### config.mk
export PLATFORM = sky130hd
export DESIGN_NAME = seq_muldiv
export DESIGN_NICKNAME = d
export VERILOG_FILES = /design/src/rtl/seq_muldiv.sv
export SDC_FILE = /design/constraint.sdc
export NUM_CORES = 1
export LEC_CHECK = 0
export CAP_MARGIN = 40
export CORE_MARGIN = 2
export CORE_UTILIZATION = 50
export CTS_CLUSTER_DIAMETER = 50
export CTS_CLUSTER_SIZE = 28
export DETAILED_ROUTE_END_ITERATION = 7
export PLACE_DENSITY = 0.7
export SLEW_MARGIN = 20
export SYNTH_ARGS = -nofsm -noshare
export SYNTH_HDL_FRONTEND = slang
export SYNTH_SLANG_ARGS = --single-unit
### constraint.sdc
create_clock -name clk -period 6.9 [get_ports clk]
set_clock_uncertainty 0.15 [all_clocks]
set_input_delay 0.69 -clock clk [delete_from_list [all_inputs] [get_ports clk]]
set_output_delay 0.69 -clock clk [all_outputs]
set_load 0.005 [all_outputs]
### src/rtl/seq_muldiv.sv
// Iterative multiply/divide unit: one shift-add or restoring-divide step per cycle,
// with a start/busy/op_done handshake and short-circuit paths for zero divisors and illegal ops.
module seq_muldiv #(
    parameter int OP_SZ = 32
) (
    input  logic             clk,
    input  logic             reset,
    input  logic             start,
    input  logic [3:0]       op,
    input  logic [OP_SZ-1:0] mult0,
    input  logic [OP_SZ-1:0] mult1,
    output logic [OP_SZ-1:0] out,
    output logic             busy,
    output logic             op_done,
    output logic             err,
    output logic             div_zero
);

    localparam int CW = $clog2(OP_SZ + 1);

    typedef enum logic [1:0] {IDLE, CALC, FIX, DONE} state_t;

    state_t               state;
    logic [2*OP_SZ-1:0]   acc;
    logic [OP_SZ-1:0]     divisor;
    logic [2:0]           op_r;
    logic                 neg_q;
    logic                 neg_r;
    logic [CW-1:0]        cnt;

    logic                 a_signed, b_signed;
    logic                 a_neg, b_neg;
    logic [OP_SZ-1:0]     a_mag, b_mag;
    logic [OP_SZ:0]       mul_sum;
    logic [OP_SZ:0]       div_cand;
    logic [OP_SZ:0]       div_diff;
    logic                 div_qbit;
    logic [OP_SZ-1:0]     div_rem;
    logic [2*OP_SZ-1:0]   prod;

    function automatic logic [OP_SZ-1:0] magnitude(input logic signed [OP_SZ-1:0] v,
                                                   input logic is_signed);
        return (is_signed && v[OP_SZ-1]) ? OP_SZ'(-v) : OP_SZ'(v);
    endfunction

    function automatic logic [OP_SZ-1:0] cond_neg(input logic [OP_SZ-1:0] v, input logic neg);
        return neg ? OP_SZ'(-v) : v;
    endfunction

    function automatic logic [2*OP_SZ-1:0] cond_neg_wide(input logic [2*OP_SZ-1:0] v,
                                                         input logic neg);
        return neg ? (2*OP_SZ)'(-v) : v;
    endfunction

    always_comb begin
        a_signed = (op == 4'd1) || (op == 4'd2) || (op == 4'd4) || (op == 4'd6);
        b_signed = (op == 4'd1) || (op == 4'd4) || (op == 4'd6);
        a_neg    = a_signed && mult0[OP_SZ-1];
        b_neg    = b_signed && mult1[OP_SZ-1];
        a_mag    = magnitude(mult0, a_signed);
        b_mag    = magnitude(mult1, b_signed);
    end

    // Multiply step: add multiplicand into the high half when the multiplier LSB is set.
    assign mul_sum  = {1'b0, acc[2*OP_SZ-1:OP_SZ]} + (acc[0] ? {1'b0, divisor} : '0);
    // Divide step: high half is the partial remainder, low half shifts dividend out / quotient in.
    assign div_cand = acc[2*OP_SZ-1:OP_SZ-1];
    assign div_diff = div_cand - {1'b0, divisor};
    assign div_qbit = ~div_diff[OP_SZ];
    assign div_rem  = div_qbit ? div_diff[OP_SZ-1:0] : div_cand[OP_SZ-1:0];
    assign prod     = cond_neg_wide(acc, neg_q);

    always_ff @(posedge clk) begin
        if (reset) begin
            state    <= IDLE;
            out      <= '0;
            busy     <= 1'b0;
            op_done  <= 1'b0;
            err      <= 1'b0;
            div_zero <= 1'b0;
            acc      <= '0;
            divisor  <= '0;
            op_r     <= '0;
            neg_q    <= 1'b0;
            neg_r    <= 1'b0;
            cnt      <= '0;
        end else begin
            op_done <= 1'b0;
            case (state)
                IDLE: begin
                    // The op_done cycle is still IDLE but must not accept a new job.
                    if (start && !op_done) begin
                        busy     <= 1'b1;
                        err      <= 1'b0;
                        div_zero <= 1'b0;
                        op_r     <= op[2:0];
                        cnt      <= '0;
                        neg_q    <= a_neg ^ b_neg;
                        neg_r    <= a_neg;
                        if (op[3]) begin
                            out   <= '0;
                            err   <= 1'b1;
                            state <= DONE;
                        end else if (op[2] && (mult1 == '0)) begin
                            out      <= op[1] ? mult0 : '1;
                            div_zero <= 1'b1;
                            state    <= DONE;
                        end else begin
                            divisor <= op[2] ? b_mag : a_mag;
                            acc     <= {{OP_SZ{1'b0}}, (op[2] ? a_mag : b_mag)};
                            state   <= CALC;
                        end
                    end
                end
                CALC: begin
                    if (op_r[2])
                        acc <= {div_rem, acc[OP_SZ-2:0], div_qbit};
                    else
                        acc <= {mul_sum, acc[OP_SZ-1:1]};
                    cnt <= cnt + 1'b1;
                    if (cnt == CW'(OP_SZ - 1))
                        state <= FIX;
                end
                FIX: begin
                    case (op_r)
                        3'd0:          out <= prod[OP_SZ-1:0];
                        3'd1, 3'd2, 3'd3: out <= prod[2*OP_SZ-1:OP_SZ];
                        3'd4, 3'd5:    out <= cond_neg(acc[OP_SZ-1:0], neg_q);
                        default:       out <= cond_neg(acc[2*OP_SZ-1:OP_SZ], neg_r);
                    endcase
                    state <= DONE;
                end
                DONE: begin
                    op_done <= 1'b1;
                    busy    <= 1'b0;
                    state   <= IDLE;
                end
                default: state <= IDLE;
            endcase
        end
    end

endmodule

# After elaboration in Yosys (flattened, before gate mapping)
# Index checks and enable logic that the tools add are counted.
[word_totals] inputBits=71 regBits=145 output_inout_bits=36 wordCells=100
[op_classes] eq_ne=18 n_bitwise=4 mux=33 reduce_logical=25 addsub=8
[ops] op="$mux 32" count=12
[ops] op="$mux 64" count=5
[ops] op="$neg 32->32" count=4
[ops] op="$pmux 64 s2" count=1
[ops] op="$pmux 32 s3" count=1
[ops] op="$neg 64->64" count=1
[ops] op="$pmux 32 s2" count=1
[ops] op="$add 32x32->33" count=1
[ops] op="$sub 33x32->33" count=1
[ops] op="$logic_not 32->1" count=1
[ops] op="$pmux 6 s2" count=1
[ops] op="$eq 4x3->1 const B" count=2
[ops] op="$mux 2" count=4
[ops] op="$ne 2x2->1 const B" count=4
[ops] op="$pmux 2 s4" count=1
[ops] op="$reduce_and 2->1" count=4
[ops] op="$reduce_and 4->1" count=2
[ops] op="$add 6x1->6 const B" count=1
[ops] op="$eq 3x2->1 const B" count=2
[ops] op="$eq 3x3->1 const B" count=2
[ops] op="$eq 6x5->1 const B" count=1
[ops] op="$mux 6" count=1
[ops] op="$reduce_bool 2->1" count=3
[ops] op="$logic_or 1x1->1" count=5
[ops] op="17 further kinds" count=27

# Depth between registers and ports, before layout
# Gate-level depths: netlist of run 1.
[logic_depth] word_depth=11 ltp_mapped=15 depth_no_buf=14

# Worst setup path before layout of run 1
# Ideal clock, no wire load.
[synth_timing] kind="register -> register" startpoint="reg acc[31]" endpoint="reg acc[49]" stages_incl_launch_ff=15 path_buffers=1 setup_ps=131 slack_ps=3501 t_arrival_ps=3118 period_less_slack_ps=3399 required_ps=6619 cell_sequence="dfxtp_1 > inv_1 > ha_1 > fa_1 > nand2b_1 > a21oi_1 > o211ai_1 > a211oi_1 > o21ai_0 > a21oi_1 > nor3_1 > nor2_1 > buf_2 > mux2i_1 > o211ai_1"
[synth_between] elab_chain_cells=4
[synth_lines] element="from (decl)" line_no="24" source="logic [2*OP_SZ-1:0] acc;"
[synth_lines] element="from (signal assigned)" line_no="110" source="acc <= {{OP_SZ{1'b0}}, (op[2] ? a_mag : b_mag)};"
[synth_lines] element="from (signal assigned)" line_no="117" source="acc <= {div_rem, acc[OP_SZ-2:0], div_qbit};"
[synth_lines] element="from (signal assigned)" line_no="119" source="acc <= {mul_sum, acc[OP_SZ-1:1]};"
[synth_lines] element="$sub 33x32->33" line_no="68" source="assign div_diff = div_cand - {1'b0, divisor};"
[synth_lines] element="$mux 32" line_no="70" source="assign div_rem = div_qbit ? div_diff[OP_SZ-1:0] : div_cand[OP_SZ-1:0];"
[synth_lines] element="$mux 64" line_no="116" source="if (op_r[2])"
[synth_lines] element="$pmux 64 s2" line_no="89" source="case (state)"
# Every way passes these cells.
# A chain may end at the register's enable or synchronous reset.

# Worst setup path after layout of run 1
[layout_timing] startpoint="reg acc[32]" endpoint="reg acc[50]"
[layout_between] elab_chain_cells=4 elab_cells_between_ends=5 classes_between="2 x add/sub; 3 x mux"
[layout_lines] element="$sub 33x32->33" line_no="68"
[layout_lines] element="$mux 32" line_no="70"
[layout_lines] element="$mux 64 *" line_no="116"
[layout_lines] element="$pmux 64 s2 *" line_no="89"
# Every way passes the cells marked *; elsewhere a longest branch is shown, timed or not.

==> impl_results.rst, run 1 <==
.. list-table::
   :header-rows: 1

   * - Metric
     - Value
   * - Post-synthesis xor/xnor area fraction
     - 0.110
   * - Clock buffer count from CTS
     - 17
   * - Number of non-filler instances in the completed layout
     - between 2000 and 2500
   * - Critical Path Source Type
     - flop
   * - Routed Antenna Nets
     - 0
   * - Routed met3 length
     - between 5000 and 6000 um
   * - Setup Crit Path Kind
     - reg2reg
   * - Area of the mapped netlist
     - between 10000 and 15000 um2
   * - Most frequent cells in the layout
     - sky130_fd_sc_hd__nor2_1, sky130_fd_sc_hd__nand2_1, sky130_fd_sc_hd__o21ai_0, sky130_fd_sc_hd__a21oi_1, sky130_fd_sc_hd__dfxtp_1
   * - Setup_tns
     - 0 ps
   * - RSZ-0062 raised after global routing
     - false
   * - Post-synth EDFFs
     - 0
   * - Share of the cycle needed by the critical path after routing
     - 0.678
   * - Slew at the pin closest to its max-slew limit
     - about 940 ps
   * - Dominant combinational cell family by area after synthesis
     - compound AO/OA/AOI/OAI gates
   * - Synth Area per Inst
     - roughly 7 um2
   * - Detailed-route wire length on metal 1
     - about 24000 um
   * - Total Power Consumption
     - between 5 and 6 mW
   * - Number of optimization iterations in the first detailed-route pass
     - 6
   * - Flop and latch count out of synthesis
     - 145
   * - Net Sw Frac
     - 0.487
   * - Overall via count from detail_route
     - 15900
   * - Dpl cells
     - ~2500
   * - Number of levels in the clock H-tree
     - 4
   * - Area growth from synthesis to final layout
     - 11.9%
   * - Inserted Diodes
     - 0
   * - Design Area, Final
     - 16500 um2
   * - F_max
     - 214 MHz
   * - Wirelength, routed
     - between 50000 and 60000 um
   * - Drt first-iter violations
     - around 1900
   * - Post-Syn Nets
     - around 2200
   * - Hpwl dp
     - 44200 um
   * - Initial antenna violation count
     - 0
   * - Mux contribution to synthesized area
     - 0.0518
   * - Die extent in y
     - approximately 180 um
   * - Element type at the critical path end
     - flop
   * - Slew margin rel.
     - 0.370
   * - Library cell with the largest summed area after synthesis
     - sky130_fd_sc_hd__dfxtp_1
   * - CTS root buffer
     - sky130_fd_sc_hd__clkbuf_16
   * - Sequential cell area
     - approximately 2900 um2
   * - Drt via density
     - ~6.4
   * - Global-route wire length before repair
     - between 80000 and 90000 um
   * - Maximum number of pins on one net before global-route repair
     - 97
   * - Critical path peak fanout
     - 18
   * - Final setup viols
     - 0
   * - Horiz. Die Dim
     - about 180 um
   * - Maximum ir drop on the vdd rail
     - about 290 uV
   * - Share of flip-flops with an asynchronous set or reset
     - 0
   * - Number of gates given a new drive strength after cts
     - 0
   * - Data arrival time of the critical path
     - 4850 ps
   * - Clock tree sinks
     - roughly 150
   * - Status
     - finished, final reports clean
   * - Sw Pwr
     - 2.51 mW
   * - Warning count from the yosys run
     - 0
   * - Via count of the first global-routing pass
     - 14700
   * - Leakage power
     - 6.33 nW
   * - CTS tree
     - done
   * - Placer Congestion
     - between 1 and 1.5
   * - Power share of the sequential group
     - 0.247
   * - Cell area after placement
     - between 15000 and 20000 um2
   * - Internal power component
     - 2.65 mW
   * - Highest routed layer
     - met4
   * - Clock period minus final worst setup slack
     - 4680 ps
   * - Starting density of the core
     - 0.511
   * - Drt drc
     - 0
   * - Post-synthesis simple-gate area fraction
     - 0.224
   * - Fill cell instance count of the final layout
     - 2740
   * - Gate power share
     - 0.568
   * - Portion of synthesized cell area occupied by the leading cell type
     - 0.197
   * - Core area
     - between 20000 and 30000 um2
   * - GRT Total Usage
     - 0.365
   * - Sequential share of the synthesized area
     - 0.197
   * - Area enclosed by the die boundary
     - ~31000 um2
   * - Number of nets in the layout
     - 2241
   * - Top-level port count
     - about 110
   * - Synthesized instance count
     - approximately 2100
   * - Clock-pin slew reported for the worst setup and hold paths after clock tree synthesis
     - roughly 70 ps
   * - Max-cap violations
     - 0
   * - Wire length on met2
     - between 20000 and 25000 um
   * - Layout cell share with drive strength beyond 1
     - 0.0607
   * - Post-CTS Hold Fix Bufs
     - 0
   * - Postcts setup bufs
     - 0
   * - Row cnt
     - 62
   * - Wire per inst
     - 22.9 um
   * - Maximum number of buffers from clock root to sink
     - 2
   * - Worst hold margin
     - 311 ps
   * - Number of hold violations in the final report
     - 0
   * - Synth top area cells
     - sky130_fd_sc_hd__dfxtp_1, sky130_fd_sc_hd__nor2_1, sky130_fd_sc_hd__a21oi_1
   * - Max-slew violations
     - 0
   * - Multi-input combinational cell area
     - approximately 11000 um2
   * - P per Cell Area
     - around 310 nW/um2
   * - Synth cell types
     - 86
   * - Clock network fraction of total power
     - 0.186
   * - CP required
     - 7060 ps
   * - I/O Buffers
     - between 100 and 150
   * - Adder-cell area share of the yosys netlist
     - 0.0654
   * - Post-synth top flop
     - sky130_fd_sc_hd__dfxtp_1
   * - Residual overflow from global routing
     - 0
   * - Worst min-delay path class
     - reg2reg
   * - Most common cell after layout, fill and taps aside
     - sky130_fd_sc_hd__nor2_1
   * - Clock insertion delay at the later pin of the skew report
     - approximately 440 ps
   * - Complex-gate fraction of the synthesized area
     - 0.292
## registers in the layout, summed over array words and instances (netlist names)
| name | cells |
|---|---|
| out | 32 |
| op_r | 3 |
| op_done | 1 |
| cnt | 6 |
| neg_q | 1 |
| div_zero | 1 |
| acc | 64 |
| neg_r | 1 |
| divisor | 32 |
| state | 2 |
| err | 1 |
| busy | 1 |
## logic make-up (layout without fill, tap and decap cells)
kind of cell / Yosys count / in the layout
buf+inv: 224 / 237
xor+xnor: 186 / 186
mux: 72 / 72
compound gates: 688 / 688
flops: 145 / 145
simple gates: 703 / 703
fa+ha+maj: 76 / 76
## area by class of cell
| class | instances | area share |
|---|---|---|
| multi-input cells | 1725 | 0.666 |
| flip-flops and latches | 145 | 0.176 |
| repair buffers | 135 | 0.0786 |
| well taps | 384 | 0.0291 |
| clock buffers | 18 | 0.0260 |
| inverters | 70 | 0.0159 |
| clock inverters | 14 | 0.00924 |
## power groups by stage
stage	clock, mW	combinational, mW	sequential (mW)
after global placement	0	2.81	1.28
final	0.958	2.93	1.27
after CTS	0.955	2.85	1.26
after global routing	0.993	3.15	1.29
after floorplan	0	2.06	1.14
after detailed placement	0	2.83	1.28
## stage by stage
| step | utilization | setup slack, ps |
|---|---|---|
| after floorplan | - | 3500 |
| after global placement | 0.549 | 1890 |
| after detailed placement | 0.550 | 2030 |
| after CTS | 0.570 | 2280 |
| after global routing | 0.571 | 1860 |
| final | 0.571 | 2220 |
## worst max-delay path: stages, from the launching register on
cell                       delay (ps)
sky130_fd_sc_hd__dfxtp_1          590
sky130_fd_sc_hd__inv_1            150
sky130_fd_sc_hd__fa_1             470
sky130_fd_sc_hd__nand2b_1         190
sky130_fd_sc_hd__a21oi_1          290
sky130_fd_sc_hd__o211ai_1         230
sky130_fd_sc_hd__a211oi_1         360
sky130_fd_sc_hd__o21ai_0          330
sky130_fd_sc_hd__a21oi_1          260
sky130_fd_sc_hd__nor3_1           120
sky130_fd_sc_hd__nor2_4           560
sky130_fd_sc_hd__buf_4            430
sky130_fd_sc_hd__mux2i_1          260
sky130_fd_sc_hd__o221ai_1         140
## final timing paths
path                            endpoint  cells past startpoint  slack, ps  startpoint
worst max-delay path             acc[50]                     13       2220     acc[32]
worst min-delay path              out[0]                      2        310      out[0]
worst max register to register   acc[50]                     13       2220     acc[32]
worst min register to register    out[0]                      2        310      out[0]
## layer usage
| metal | vias up | global-route usage |
|---|---|---|
| met4 | 0 | 0.184 |
| li1 | 7564 | - |
| met1 | 7363 | 0.484 |
| met2 | 852 | 0.568 |
| met3 | 158 | 0.0660 |
| met5 | - | 0 |
## cells in the mapped netlist (all sizes together), types with 5 or more instances
cell,n
a2111oi,5
a211oi,65
a21o,32
a21oi,187
a221oi,11
a22oi,23
a311oi,7
a31oi,21
and2,17
and3,10
buf,29
clkbuf,125
dfxtp,145
ha,74
inv,68
mux2,33
mux2i,39
nand2,201
nand2b,23
nand3,20
nand4,18
nor2,255
nor2b,16
nor3,71
nor4,18
o211ai,25
o21a,6
o21ai,193
o21bai,11
o221ai,10
o22ai,14
o31ai,31
o41ai,14
or2,5
or3,15
or4,24
xnor2,97
xor2,89
Power figures use the tool's default switching activity.
==> run 2: changes to the inputs <==
- PLACE_DENSITY: 0.7 -> 0.72
- clock period: 6.9 -> 4 ns (I/O delays scaled with it)
==> run 2 against run 1 <==
Against the previous run: clock power increased by 80%; total power grew 80%; register-to-register slack got worse by 2100 ps; maximum frequency increased by 20%; final cell count rose by 3.7%; routed wire length is 3.8% higher; critical path depth decreased by 2; setup slack worse by 2100 ps; sequential share of layout area is 0.76 points lower; non-clock buffer count up 93; flip-flop and latch count unchanged; highest routed layer unchanged.
==> impl_results.rst, run 2 (synthesized netlist as in run 1, its figures left out) <==
.. list-table::
   :header-rows: 1

   * - Metric
     - Value
   * - Top-level port count
     - between 100 and 150
   * - Finished Core Util
     - 0.597
   * - Cell area after placement
     - 16700 um2
   * - Core area
     - between 20000 and 30000 um2
   * - Status
     - finished, final reports clean
   * - Maximum number of pins on one net before global-route repair
     - between 60 and 70
   * - Clock buffer count from CTS
     - 17
   * - Most common cell after layout, fill and taps aside
     - sky130_fd_sc_hd__nor2_1
   * - CTS tree
     - done
   * - Critical path peak fanout
     - 10
   * - Clock insertion delay at the later pin of the skew report
     - around 450 ps
   * - Slew margin rel.
     - 0.247
   * - Post-CTS Hold Fix Bufs
     - 0
   * - Overall via count from detail_route
     - 16700
   * - Largest delay share family, worst path
     - compound AO/OA/AOI/OAI gates
   * - Max-slew violations
     - 0
   * - Setup slack at placement
     - -21.1 ps
   * - P per Cell Area
     - between 500 and 600 nW/um2
   * - Number of hold violations in the final report
     - 0
   * - Residual overflow from global routing
     - 0
   * - Starting density of the core
     - 0.511
   * - Setup_tns
     - 0 ps
   * - Number of optimization iterations in the first detailed-route pass
     - 6
   * - Number of nets in the layout
     - around 2300
   * - Design Area, Final
     - approximately 17000 um2
   * - Drt drc
     - 0
   * - Global-route wire length before repair
     - between 90000 and 100000 um
   * - Placer Congestion
     - 1.07
   * - GRT Max-Usage Layer
     - met2
   * - Critical Path Source Type
     - flop
   * - Setup Crit Path Kind
     - reg2reg
   * - Row cnt
     - 62
   * - Initial antenna violation count
     - 0
   * - Routed Antenna Nets
     - 0
   * - Wirelength, routed
     - between 50000 and 60000 um
   * - Area enclosed by the die boundary
     - 30900 um2
   * - Drt first-iter violations
     - 2193
   * - Fill cell instance count of the final layout
     - ~2700
   * - Number of flip-flops under the largest register name
     - 64
   * - Max-cap violations
     - 0
   * - Clock-pin slew reported for the worst setup and hold paths after clock tree synthesis
     - around 80 ps
   * - RSZ-0062 raised after global routing
     - false
   * - CP dominant cell by count
     - sky130_fd_sc_hd__o211ai_1
   * - Hpwl dp
     - between 40000 and 50000 um
   * - Slew at the pin closest to its max-slew limit
     - roughly 1100 ps
   * - Worst hold margin
     - 233 ps
   * - CP required
     - between 4000 and 5000 ps
   * - Inserted Diodes
     - 0
   * - Area growth from synthesis to final layout
     - 16.9%
   * - Maximum number of buffers from clock root to sink
     - 2
   * - Global Route met1 Usage
     - 0.492
   * - Buf+Inv Stages, Crit Path
     - 0
   * - CP max stage delay
     - about 670 ps
   * - Regs by FF count
     - acc x64, divisor x32, out x32
   * - Register with the most flip-flops
     - acc
   * - Global Route met3 Usage
     - 0.0582
   * - Leakage power
     - roughly 7 nW
   * - Final setup viols
     - 0
   * - Number of levels in the clock H-tree
     - 4
   * - Drt via density
     - 6.46
   * - GRT Total Usage
     - 0.379
   * - Clock tree sinks
     - roughly 150
   * - Via count of the first global-routing pass
     - approximately 15000
   * - Layout cell share with drive strength beyond 1
     - 0.101
   * - Most frequent cells in the layout
     - sky130_fd_sc_hd__nor2_1, sky130_fd_sc_hd__nand2_1, sky130_fd_sc_hd__o21ai_0, sky130_fd_sc_hd__a21oi_1, sky130_fd_sc_hd__dfxtp_1
   * - Final WS setup
     - a little under 90 ps
   * - Horiz. Die Dim
     - approximately 180 um
   * - Cell at the slowest stage of the critical path
     - sky130_fd_sc_hd__dfxtp_1
   * - Die extent in y
     - about 180 um
   * - Clock period minus final worst setup slack
     - 3910 ps
   * - CTS root buffer
     - sky130_fd_sc_hd__clkbuf_16
   * - I/O Buffers
     - ~110
   * - Data arrival time of the critical path
     - 4140 ps
   * - Element type at the critical path end
     - flop
   * - Critical path cell sequence
     - ha_1, a21o_1, a2111o_1, o211ai_1, a21oi_1, o211ai_1, a21boi_0, o22ai_1, xnor2_1, mux2i_1, o211ai_1
   * - F_max
     - around 260 MHz
   * - Wire per inst
     - between 20 and 25 um
   * - Share of the cycle needed by the critical path after routing
     - 0.978
   * - Worst min-delay path class
     - in2reg
   * - Met2 usage in global routing
     - 0.602
   * - Maximum ir drop on the vdd rail
     - 342 uV
-- run 2: cell types whose count changed in the layout (fill, tap and decap cells not counted), sizes merged --
| cell | delta |
|---|---|
| inv | -4 |
| bufinv | +1 |
| buf | +94 |
| clkbuf | +1 |
| clkinvlp | -1 |
| clkinv | +2 |
-- run 2: power by group --
| part | internal (mW) | switching [mW] |
|---|---|---|
| registers | 1.72 | 0.369 |
| logic | 2.15 | 3.33 |
| clock network | 1.00 | 0.716 |
| total | 4.87 | 4.42 |
-- run 2: area by class of cell --
class | instances | area [um2] | share of cell area
Multi-Input combinational cell | 1725 | 11000 | 0.637
Clock inverter | 12 | 159 | 0.00920
Tap cell | 384 | 480 | 0.0278
Sequential cell | 145 | 2900 | 0.168
Clock buffer | 20 | 447 | 0.0259
Inverter | 70 | 263 | 0.0152
Timing Repair Buffer | 228 | 2020 | 0.117
-- run 2: worst reg2reg max path, delay by kind of cell (launching register included) --
kind / cells / cell delay, ps
fa+ha+maj: 1 / 380
mux: 1 / 90
flops: 1 / 670
compound gates: 8 / 2410
xor+xnor: 1 / 160
-- run 2: routing by layer --
layer / share of wire / up-vias / wire, um
li1: - / 7729 / -
met1: 0.41 / 7781 / 24100
met2: 0.44 / 1004 / 26000
met3: 0.090 / 177 / 5340
met4: 0.064 / 0 / 3820
met5: 0 / - / 0
-- run 2: final timing paths --
kind | from | end | slack (ps) | cells past startpoint
setup / recovery | acc[35] | acc[63] | 90 | 11
hold / removal | reset | divisor[27] | 230 | 2
setup reg to reg | acc[35] | acc[63] | 90 | 11
hold reg to reg | out[10] | out[10] | 300 | 2
-- run 2: repair_timing --
action | 4_1_cts | 5_1_grt
endpoints found under the setup margin | 0 | 1
resized for setup | 0 | 1
buffers inserted | 0 | 0
-- run 2: through the flow --
step | cells | total power, mW
after floorplan | 2094 | 5.51
after global placement | 2550 | 7.35
after detailed placement | 2552 | 7.40
after CTS | 2584 | 9.11
after global routing | 2584 | 9.75
final | 2584 | 9.29
==> run 3: changes to the inputs <==
- PLACE_DENSITY: 0.72 -> 0.75
==> run 3 against run 2 <==
Against the previous run: clock power hardly changed; sequential power about the same; worst hold slack better by 71 ps; total power is 0.52% lower; combinational power is 1% lower; count of clock-buffer cells in the layout decreased by 3; routed wire length shrank 1.9%; die area stayed put; maximum frequency rose by 3.8%; highest routed layer is now met5; critical path type unchanged; global-route usage is 0.96 points lower.
==> impl_results.rst, run 3 (synthesized netlist as in run 1, its figures left out) <==
.. list-table::
   :header-rows: 1

   * - Metric
     - Value
   * - Clock-pin slew reported for the worst setup and hold paths after clock tree synthesis
     - 70 ps
   * - Data arrival time of the critical path
     - around 3900 ps
   * - CTS root buffer
     - sky130_fd_sc_hd__clkbuf_16
   * - Setup_tns
     - 0 ps
   * - CTS tree
     - done
   * - RSZ-0062 raised after global routing
     - false
   * - Postcts setup bufs
     - 0
   * - Horiz. Die Dim
     - about 180 um
   * - Initial antenna violation count
     - 1
   * - Die extent in y
     - roughly 180 um
   * - Final setup viols
     - 0
   * - Area enclosed by the die boundary
     - about 31000 um2
   * - Sw Pwr
     - ~4.5 mW
   * - Routed Antenna Nets
     - 0
   * - Clock tree sinks
     - about 150
   * - Leakage power
     - 6.68 nW
   * - Number of levels in the clock H-tree
     - 4
   * - Clock period minus final worst setup slack
     - ~3800 ps
   * - Starting density of the core
     - 0.511
   * - Element type at the critical path end
     - flop
   * - GRT Total Usage
     - 0.369
   * - Slew margin rel.
     - 0.410
   * - CP required
     - ~4100 ps
   * - Critical Path Source Type
     - flop
   * - Most frequent cells in the layout
     - sky130_fd_sc_hd__nor2_1, sky130_fd_sc_hd__nand2_1, sky130_fd_sc_hd__a21oi_1
   * - Inserted Diodes
     - 0
   * - Worst min-delay path class
     - reg2reg
   * - Clock insertion delay at the later pin of the skew report
     - roughly 450 ps
   * - Slew at the pin closest to its max-slew limit
     - between 800 and 900 ps
   * - Maximum number of buffers from clock root to sink
     - 2
   * - Maximum ir drop on the vdd rail
     - ~310 uV
   * - Global-route wire length before repair
     - around 89000 um
   * - P per Cell Area
     - 541 nW/um2
   * - Critical path cell sequence
     - or4_4, nor4_4, nand4_2, or3_4, o21ai_0, nor2_1, a31oi_1, nor2_1, a2111oi_0, nor4_1
   * - Max-cap violations
     - 0
   * - Area growth from synthesis to final layout
     - 15.5%
   * - Post-CTS Hold Fix Bufs
     - 0
   * - Critical path peak fanout
     - 14
   * - Setup Crit Path Kind
     - reg2reg
   * - Status
     - finished, final reports clean
   * - Register with the most flip-flops
     - acc
   * - Most common cell after layout, fill and taps aside
     - sky130_fd_sc_hd__nor2_1
   * - Row cnt
     - 62
   * - Internal power component
     - about 4.8 mW
   * - Drt drc
     - 0
   * - Cell at the slowest stage of the critical path
     - sky130_fd_sc_hd__or4_4
   * - Clock network fraction of total power
     - 0.184
   * - Via count of the first global-routing pass
     - 15200
   * - Max-slew violations
     - 0
   * - Share of the cycle needed by the critical path after routing
     - 0.942
   * - Number of hold violations in the final report
     - 0
   * - Maximum number of pins on one net before global-route repair
     - 94
   * - Buf+Inv Stages, Crit Path
     - 0
   * - Final WS setup
     - between 200 and 250 ps
   * - Top-level port count
     - roughly 110
   * - Hpwl dp
     - between 40000 and 50000 um
   * - Number of nets in the layout
     - about 2300
   * - Gate power share
     - 0.587
   * - Overall via count from detail_route
     - ~17000
   * - CP dominant cell by count
     - sky130_fd_sc_hd__nor2_1
   * - F_max
     - ~270 MHz
   * - CP max stage delay
     - between 600 and 700 ps
   * - Number of optimization iterations in the first detailed-route pass
     - 6
   * - Layout cell share with drive strength beyond 1
     - 0.0920
   * - Residual overflow from global routing
     - 0
   * - Drt via density
     - ~6.5
   * - I/O Buffers
     - 106
   * - Wire per inst
     - between 20 and 25 um
   * - Regs by FF count
     - acc x64, divisor x32, out x32
   * - Core area
     - 28900 um2
   * - Drt first-iter violations
     - 2440
   * - Largest delay share family, worst path
     - simple AND/OR/NAND/NOR gates
   * - Fill cell instance count of the final layout
     - approximately 2700
   * - Clock buffer count from CTS
     - 17
   * - Placer Congestion
     - approximately 1.1
   * - Number of flip-flops under the largest register name
     - 64
   * - Setup slack at placement
     - ~140 ps
   * - Net Sw Frac
     - 0.483
   * - Wirelength, routed
     - a little under 60000 um
   * - Power share of the sequential group
     - 0.229
[run 3: changes by cell type in the layout (fill, tap and decap cells not counted), moves of 2 or more]
cell and delta:
sky130_fd_sc_hd__buf_12 -2, sky130_fd_sc_hd__clkbuf_1 -2, sky130_fd_sc_hd__clkinv_4 -3, sky130_fd_sc_hd__buf_4 -23, sky130_fd_sc_hd__clkinv_2 -2, sky130_fd_sc_hd__inv_6 +5
[run 3: worst register-to-register path, stage by stage, from the launching register on]
cell	delay, ps
sky130_fd_sc_hd__dfxtp_1	400
sky130_fd_sc_hd__or4_4	610
sky130_fd_sc_hd__nor4_4	310
sky130_fd_sc_hd__nand4_2	290
sky130_fd_sc_hd__or3_4	540
sky130_fd_sc_hd__o21ai_0	300
sky130_fd_sc_hd__nor2_1	80
sky130_fd_sc_hd__a31oi_1	180
sky130_fd_sc_hd__nor2_1	80
sky130_fd_sc_hd__a2111oi_0	550
sky130_fd_sc_hd__nor4_1	130
[run 3: worst paths after layout]
kind	to	slack [ps]	depth (start not counted)	start
max	out[21]	230	10	acc[10]
min	out[10]	300	2	out[10]
max reg2reg	out[21]	230	10	acc[10]
min reg2reg	out[10]	300	2	out[10]
[run 3: repair_timing]
action	in CTS	in global routing
setup endpoints to repair	0	4
gates resized for setup	0	3
endpoints found under the hold margin	0	0
[run 3: metal layers]
layer  vias to the layer above  routed length [um]  GRT usage  share of wire
li1                       7688                   -          -              -
met1                      7620               23600      0.484           0.40
met2                      1049               25100      0.574           0.43
met3                       197                6170     0.0883           0.11
met4                         2                3320      0.169          0.057
met5                         -                  11          0        0.00019
[run 3: through the flow]
step | cell area [um2] | instances | util | hold slack, ps | total power [mW]
CTS | 17000 | 2557 | 0.589 | 307 | 9.04
finish | 17100 | 2558 | 0.590 | 304 | 9.24
floorplan | 14800 | 2094 | - | 282 | 5.51
global placement | 16400 | 2525 | 0.568 | 289 | 7.28
global route | 17100 | 2558 | 0.590 | 323 | 9.70
detailed placement | 16500 | 2526 | 0.569 | 299 | 7.34
[run 3: area by class of cell]
class / count / area [um2] / area share
multi-input combinational: 1725 / 11000 / 0.645
sequential: 145 / 2910 / 0.170
timing repair buffer: 203 / 1810 / 0.106
tap: 384 / 480 / 0.0282
clock buffer: 17 / 425 / 0.0249
inverter: 70 / 263 / 0.0154
clock inverter: 14 / 171 / 0.0100
[run 3: power groups by stage]
stage / clock (mW) / combinational (mW) / sequential [mW]
2_1_floorplan: 0 / 3.55 / 1.96
3_3_place_gp: 0 / 5.16 / 2.12
3_5_place_dp: 0 / 5.21 / 2.13
4_1_cts: 1.69 / 5.25 / 2.10
5_1_grt: 1.75 / 5.80 / 2.15
6_report: 1.70 / 5.42 / 2.12
